File: src/rtl/stream_rr_arbiter.sv
// Round-robin merge of NUM_PORTS valid/ready streams into one registered output stream.
// Define STREAM_ARB_TID_EN to add out_tid, the source port of each output beat.
module stream_rr_arbiter #(
   parameter int DATA_SIZE = 16,
   parameter int NUM_PORTS = 4,
   parameter int BURST_LEN = 4
) (
   input  logic                           clk_i,
   input  logic                           rst_i,
   input  logic [NUM_PORTS*DATA_SIZE-1:0] in_tdata,
   input  logic [NUM_PORTS-1:0]           in_tvalid,
   output logic [NUM_PORTS-1:0]           in_tready,
   output logic [DATA_SIZE-1:0]           out_tdata,
   output logic                           out_tvalid,
`ifdef STREAM_ARB_TID_EN
   output logic [$clog2(NUM_PORTS)-1:0]   out_tid,
`endif
   input  logic                           out_tready
);

   localparam int PW = $clog2(NUM_PORTS);
   localparam int CW = $clog2(BURST_LEN + 1);

   typedef enum logic {S_IDLE, S_GRANT} state_t;

   state_t               r_state;
   logic [PW-1:0]        r_g;
   logic [PW-1:0]        r_ptr;
   logic [CW-1:0]        r_cnt;
   logic [DATA_SIZE-1:0] r_out_tdata;
   logic                 r_out_tvalid;
`ifdef STREAM_ARB_TID_EN
   logic [PW-1:0]        r_out_tid;
`endif

   logic                 w_ready;
   logic                 w_accept;
   logic                 w_last_beat;
   logic                 w_any_valid;
   logic [PW-1:0]        w_next_g;
   logic [PW-1:0]        w_g_inc;
   logic [PW:0]          w_idx;
   logic [DATA_SIZE-1:0] w_sel_data;

   // A beat moves on any edge where valid && ready; ready never depends on the same port's valid,
   // and the output register only refills when it is empty or being drained this cycle.
   assign w_ready     = (r_state == S_GRANT) && (!r_out_tvalid || out_tready) && !rst_i;
   assign w_accept    = w_ready && in_tvalid[r_g];
   assign w_last_beat = (r_cnt == CW'(BURST_LEN - 1));
   assign w_any_valid = |in_tvalid;
   assign w_g_inc     = (r_g == PW'(NUM_PORTS - 1)) ? '0 : r_g + PW'(1);
   assign w_sel_data  = in_tdata[r_g*DATA_SIZE +: DATA_SIZE];

   // Walk the ports from the highest offset down so the nearest valid port after ptr wins.
   always_comb begin
      w_next_g = r_ptr;
      w_idx    = '0;
      for (int i = NUM_PORTS - 1; i >= 0; i--) begin
         w_idx = {1'b0, r_ptr} + (PW+1)'(i);
         if (w_idx >= (PW+1)'(NUM_PORTS)) begin
            w_idx = w_idx - (PW+1)'(NUM_PORTS);
         end
         if (in_tvalid[w_idx[PW-1:0]]) begin
            w_next_g = w_idx[PW-1:0];
         end
      end
   end

   always_comb begin
      in_tready = '0;
      if (w_ready) begin
         in_tready[r_g] = 1'b1;
      end
   end

   always_ff @(posedge clk_i) begin
      if (rst_i) begin
         r_state      <= S_IDLE;
         r_g          <= '0;
         r_ptr        <= '0;
         r_cnt        <= '0;
         r_out_tdata  <= '0;
         r_out_tvalid <= 1'b0;
`ifdef STREAM_ARB_TID_EN
         r_out_tid    <= '0;
`endif
      end else begin
         if (w_accept) begin
            r_out_tdata  <= w_sel_data;
            r_out_tvalid <= 1'b1;
`ifdef STREAM_ARB_TID_EN
            r_out_tid    <= r_g;
`endif
         end else if (out_tready) begin
            r_out_tvalid <= 1'b0;
         end

         case (r_state)
            S_IDLE: begin
               if (w_any_valid) begin
                  r_g     <= w_next_g;
                  r_cnt   <= '0;
                  r_state <= S_GRANT;
               end
            end
            S_GRANT: begin
               if (!in_tvalid[r_g]) begin
                  r_state <= S_IDLE;
                  r_ptr   <= w_g_inc;
               end else if (w_accept) begin
                  r_cnt <= r_cnt + CW'(1);
                  if (w_last_beat) begin
                     r_state <= S_IDLE;
                     r_ptr   <= w_g_inc;
                  end
               end
            end
            default: r_state <= S_IDLE;
         endcase
      end
   end

   assign out_tdata  = r_out_tdata;
   assign out_tvalid = r_out_tvalid;
`ifdef STREAM_ARB_TID_EN
   assign out_tid    = r_out_tid;
`endif

endmodule

File: config.mk
export PLATFORM = sky130hd
export DESIGN_NAME = stream_rr_arbiter
export DESIGN_NICKNAME = d
export VERILOG_FILES = /design/src/rtl/stream_rr_arbiter.sv
export SDC_FILE = /design/constraint.sdc
export NUM_CORES = 1
export LEC_CHECK = 0
export ABC_AREA = 1
export CORE_MARGIN = 4
export CORE_UTILIZATION = 35
export DETAILED_ROUTE_END_ITERATION = 6
export HOLD_SLACK_MARGIN = 0.15
export MAX_ROUTING_LAYER = met4
export PLACE_DENSITY = 0.75
export SYNTH_ARGS = -nofsm -noshare
export SYNTH_HDL_FRONTEND = slang
export SYNTH_SLANG_ARGS = --single-unit
File: constraint.sdc
create_clock -name clk_i -period 1.6 [get_ports clk_i]
set_clock_uncertainty 0.1 [all_clocks]
set_input_delay 0.48 -clock clk_i [delete_from_list [all_inputs] [get_ports clk_i]]
set_output_delay 0.48 -clock clk_i [all_outputs]
set_load 0.02 [all_outputs]
==> flow_summary.yaml, run 1 <==
run_status:
  status: "finished, violations left"
  failed_checks: "setup timing"
placed_design:
  port_buffers: 91
  gp_congestion: 0.828
  hpwl_mm: 4.47
routing:
  vias: 2257
  first_iter_violations: 93
  drt-wirelength-per-cell_um: 13.4
  ant_nets: 0
  avgViaCountPerCell: 4.94
  routed_wl_mm: 6.12
  drc: 0
  dr.pass1.iters: 4
synthesis:
  synth.area.top_cells: "dfxtp_1, nand2_1, o21ai_0"
  syn_area_per_cell_um2: 6.26
  ys_types: 24
  synth_cells: 280
  ys_seq_area_frac: 0.286
  syn_area_um2: 1750
  yosys_warnings: 0
  synth.ff_latch_count: 25
  netlist.area_leader.share: 0.286
  synthesis.nets: 357
  synth_area_leader_cell: "dfxtp_1"
cells_and_area:
  final_common_cell: "clkdlybuf4s50_1"
  area_growth_pct: 74.8
  finalNetCount: 468
  diodes: 0
  drive_gt1_frac: 0.187
  final_cell_mix: "clkdlybuf4s50_1, nand2_1, o21ai_0"
setup_path:
  cp_max_fo: 4
  r2r-end: "r_ptr[1]$_SDFFE_PP0P_"
  r2r_setup_slack_ns: -0.08
  r2r_cells: 8
  crit_type: "register to output port"
  rr_startpoint: "r_state$_SDFF_PP0_"
  startpoint_type: "register"
  crit_path_end_kind: "output port"
  timing.critical_path.arrival_ns: 1.23
  cp_data_required_time_ns: 1.02
min_path:
  hp-start: "out_tready"
  hp-class: "input port to register"
  worstHoldPathCells: 4
  min_to: "out_tvalid$_SDFFE_PP0P_"
clocking:
  clkLatencyLatePin_ns: 0.27
  cts_tree: "built"
  max-clock-path-buffers: 2
  clock-root-buffer: "clkbuf_8"
  clock_sinks: 25
  numCtsBuffers: 3
  cts_max_level: 1
  clk_pin_slew_worst_paths_ns: 0.09
timing:
  max_clock_freq_mhz: 552
  setup_slack_ns: -0.213
  worstMarginPinSlew_ns: 0.240
  rsz0062_at_grt: "yes"
  setup_viol: 9
  fin_crit_sh: 1.13
  timing.slew.headroom: 0.839
  hold_viol_final: 0
  drv_slew: 0
  holdWs_ns: 0.361
  final.min_clock_period_ns: 1.81
global_route:
  grt_pass1_wl_mm: 9.63
  grtUsageTotal: 0.196
  grt_start_max_net_pins: 29
  grt_overflow_total: 0
  antenna_found_initial: 0
  grt_pass1_vias: 2110
die:
  die-area_um2: 6200
  die_h_um: 78.7
  die_x_um: 78.7
  initial_core_util: 0.366
  std_cell_rows: 25
  boundaryPins: 92
  core_area_um2: 4790
pwr:
  peakVddDrop_mv: 0.444
  p_leak_uw: 0.00134
  p_per_area_nw_per_um2: 833
  total_power_uw: 2550
run:
  maxCapViolations: 0
cells by family after synthesis:
family / count (synthesis) / synth area share
simple gates: 126 / 0.306
compound gates: 82 / 0.257
fa+ha+maj: 6 / 0.0429
buf+inv: 41 / 0.109
flops: 25 / 0.286
worst max-delay path, cell delays in order (launching register included):
cell	delay [ns]
dfxtp_2	0.35
inv_2	0.05
nor3_4	0.26
inv_6	0.09
nor2_4	0.09
buf_6	0.12
power by group:
| part | internal (µW) | switching (µW) |
|---|---|---|
| logic | 685 | 741 |
| clock network | 174 | 205 |
| registers | 691 | 54.5 |
| total | 1550 | 1000 |
final cells by class:
| cell class | instances | area (µm²) |
|---|---|---|
| fillers | 443 | 1720 |
| repair buffers | 124 | 1210 |
| multi-input cells | 214 | 1120 |
| flip-flops and latches | 25 | 510 |
| inverters | 23 | 96.3 |
| well taps | 67 | 83.8 |
| clock buffers | 3 | 41.3 |
| clock inverters | 1 | 5.00 |
flip-flops by register name, indices dropped and copies added, names as in the netlist:
name,count
r_g,2
r_ptr,2
out_tdata,16
r_state,1
r_cnt,3
out_tvalid,1
metrics by stage:
stage	TNS, ns	std cells	cell area, µm²	worst slack, ns	util
after floorplan	-0.780	280	1780	-0.205	-
after global placement	-16.12	448	2890	-0.966	0.604
after detailed placement	-17.03	448	2890	-0.998	0.604
after CTS	-1.00	452	2970	-0.223	0.620
after global routing	-3.01	457	3060	-0.286	0.640
final	-1.01	457	3060	-0.213	0.640
synthesized netlist by cell type:
master / n
a21oi_1: 22
a31oi_1: 1
buf_2: 6
buf_4: 1
buf_6: 3
clkbuf_1: 8
dfxtp_1: 25
ha_1: 6
inv_1: 21
inv_2: 1
inv_4: 1
nand2_1: 56
nand2_4: 1
nand3_1: 25
nand3_2: 1
nand4_1: 1
nor2_1: 40
nor2_2: 1
nor3_4: 1
o21ai_0: 40
o21ai_1: 1
o21ai_4: 1
o22ai_1: 16
o22ai_2: 1
routing by layer:
| metal | vias up | share of wire | track usage | wire [µm] |
|---|---|---|---|---|
| met3 | 4 | 0.087 | 0.0454 | 530 |
| met2 | 66 | 0.48 | 0.329 | 2910 |
| met4 | 0 | 0.0087 | 0.0472 | 53 |
| met1 | 1025 | 0.43 | 0.239 | 2620 |
| met5 | - | 0 | - | 0 |
| li1 | 1162 | - | - | - |
worst max path at each step:
stage,start,end,slack (ns),depth (start not counted)
final,r_state$_SDFF_PP0_,in_tready[1],-0.21,5
after global routing,out_tvalid$_SDFFE_PP0P_,r_ptr[1]$_SDFFE_PP0P_,-0.29,9
after CTS,out_tvalid$_SDFFE_PP0P_,in_tready[1],-0.22,6
after detailed placement,rst_i,in_tready[1],-1.0,5
after global placement,rst_i,in_tready[1],-0.97,5
after floorplan,rst_i,in_tready[0],-0.20,5
what timing repair did:
action                     in CTS  in global routing
hold endpoints to repair        0                  0
cloned                          0                  2
resized for setup              71                 17
pin swaps                       4                  2
hold buffers                    0                  0
setup endpoints to repair      46                 28
buffers inserted                0                  4
Note: power is estimated with default switching activity, not from simulation.
==> run 2, diff against run 1 <==
- PLACE_DENSITY: 0.75 -> 0.84
- REMOVE_ABC_BUFFERS: unset -> 1
==> flow_summary.yaml, run 2 (synthesis gave the netlist of run 1 again) <==
setup_path:
  r2r_cells: 7
  cpPeakStageDelay_ns: 0.22
  cp_cell_sequence: "clkdlybuf4s15_2 > nor3_4 > inv_2 > nor2_1 > buf_4"
  crit_path_end_kind: "output port"
  crit_type: "input port to output port"
  startpoint_type: "input port"
  cp_max_fo: 4
  r2r_setup_slack_ns: -0.04
  cp_data_required_time_ns: 1.02
  timing.critical_path.arrival_ns: 1.22
  r2r-end: "out_tdata[1]$_SDFFE_PP0P_"
  rr_startpoint: "r_state$_SDFF_PP0_"
  crit_slowest_cell: "clkdlybuf4s15_2"
clocking:
  clock_sinks: 25
  numCtsBuffers: 3
  max-clock-path-buffers: 2
  clk_pin_slew_worst_paths_ns: 0.09
  cts_tree: "built"
  cts_max_level: 1
  clock-root-buffer: "clkbuf_8"
  clkLatencyLatePin_ns: 0.28
timing:
  setup_viol: 14
  hold_viol_final: 0
  timing.slew.headroom: 0.818
  final.min_clock_period_ns: 1.80
  max_clock_freq_mhz: 555
  worstMarginPinSlew_ns: 0.273
  rsz0062_at_grt: "yes"
  drv_slew: 0
  setup_slack_ns: -0.201
  fin_crit_sh: 1.13
routing:
  vias: 2365
  routed_wl_mm: 6.60
  avgViaCountPerCell: 5.12
  first_iter_violations: 128
  drt-wirelength-per-cell_um: 14.3
  ant_nets: 0
  dr.pass1.iters: 4
  drc: 0
run_status:
  status: "finished, violations left"
  failed_checks: "setup timing"
min_path:
  min_to: "out_tdata[7]$_SDFFE_PP0P_"
  hp-start: "out_tdata[7]$_SDFFE_PP0P_"
  worstHoldPathCells: 2
  hp-class: "register to register"
pwr:
  p_per_area_nw_per_um2: 858
  p_leak_uw: 0.00140
  peakVddDrop_mv: 0.646
global_route:
  grt_pass1_vias: 2277
  antenna_found_initial: 0
  grt_overflow_total: 0
  grt_pass1_wl_mm: 10.4
  grt_start_max_net_pins: 31
  grtUsageTotal: 0.211
cells_and_area:
  final_common_cell: "clkdlybuf4s50_1"
  drive_gt1_frac: 0.228
  diodes: 0
  final_cell_mix: "clkdlybuf4s50_1, nand2_1, o21ai_0"
  largest_register_ffs: 16
  area_growth_pct: 81.6
  multiInputGateArea_um2: 1140
  fill_cells: 404
  layoutNonFillerInstCount: 462
  finalNetCount: 473
  ff_latch_area_um2: 512
die:
  die_x_um: 78.7
  core_area_um2: 4790
  die_h_um: 78.7
  std_cell_rows: 25
  initial_core_util: 0.366
  die-area_um2: 6200
  boundaryPins: 92
placed_design:
  dp_cells: 444
  post-place-ws_ns: -1.01
  port_buffers: 91
  hpwl_mm: 4.52
  gp_congestion: 0.835
run:
  maxCapViolations: 0
==> run 2: cell count changes in the layout (fill, tap and decap cells not counted), moves of 2 or more <==
cell / delta
clkdlybuf4s15_2: +2
inv_2: +2
buf_6: +2
nand3_1: -4
a21oi_1: -3
nor2_4: -3
inv_1: -2
buf_4: +2
bufbuf_16: +2
a21oi_2: +3
nor2_2: +3
nand3_2: +4
==> run 2: final cells by class <==
class	instances	share of cell area
Sequential cell	25	0.161
Clock buffer	3	0.0130
Inverter	23	0.0295
Tap cell	67	0.0263
Multi-Input combinational cell	214	0.359
Timing Repair Buffer	129	0.410
Clock inverter	1	0.00157
==> run 2: power by group <==
group	switching [µW]	internal [µW]	total, µW
Clock	218	175	393
Combinational	785	795	1580
Sequential	65.7	692	758
==> run 2: worst max-delay path, delay by kind of cell <==
family / cells / cell delay [ns]
buffers and inverters: 3 / 0.46
AND/OR/NAND/NOR: 2 / 0.28
==> run 2: through the flow <==
step                      area [µm²]  total power (µW)  setup TNS, ns  utilization  hold slack (ns)
after detailed placement        2840              2010         -16.11        0.593            0.352
after CTS                       3090              2650          -1.08        0.645            0.364
after floorplan                 1650              1400         -12.58            -            0.348
after global placement          2840              1980         -15.39        0.593            0.349
after global routing            3180              2930          -1.96        0.665            0.384
final                           3180              2730          -1.25        0.665            0.366
==> run 2: worst max path at each step <==
stage                            start                    end  depth (start not counted)
2_1_floorplan      r_g[0]$_SDFFE_PP0P_  r_cnt[0]$_SDFFE_PP0P_                          9
3_3_place_gp                     rst_i           in_tready[1]                          5
3_5_place_dp                     rst_i           in_tready[3]                          5
4_1_cts        out_tvalid$_SDFFE_PP0P_           in_tready[1]                          6
5_1_grt             r_state$_SDFF_PP0_           in_tready[1]                          5
6_report                         rst_i           in_tready[1]                          5
==> run 2: timing repair <==
action / 4_1_cts / 5_1_grt
pin swaps: 9 / 9
setup buffers: 11 / 4
hold buffers: 0 / 0
cloned: 3 / 0
setup endpoints to repair: 46 / 27
resized for setup: 76 / 36
==> run 2: layer usage <==
metal  track usage  part of all wire
met5             -                 0
met4        0.0420             0.016
met3        0.0510             0.066
met2         0.392              0.52
met1         0.228              0.40
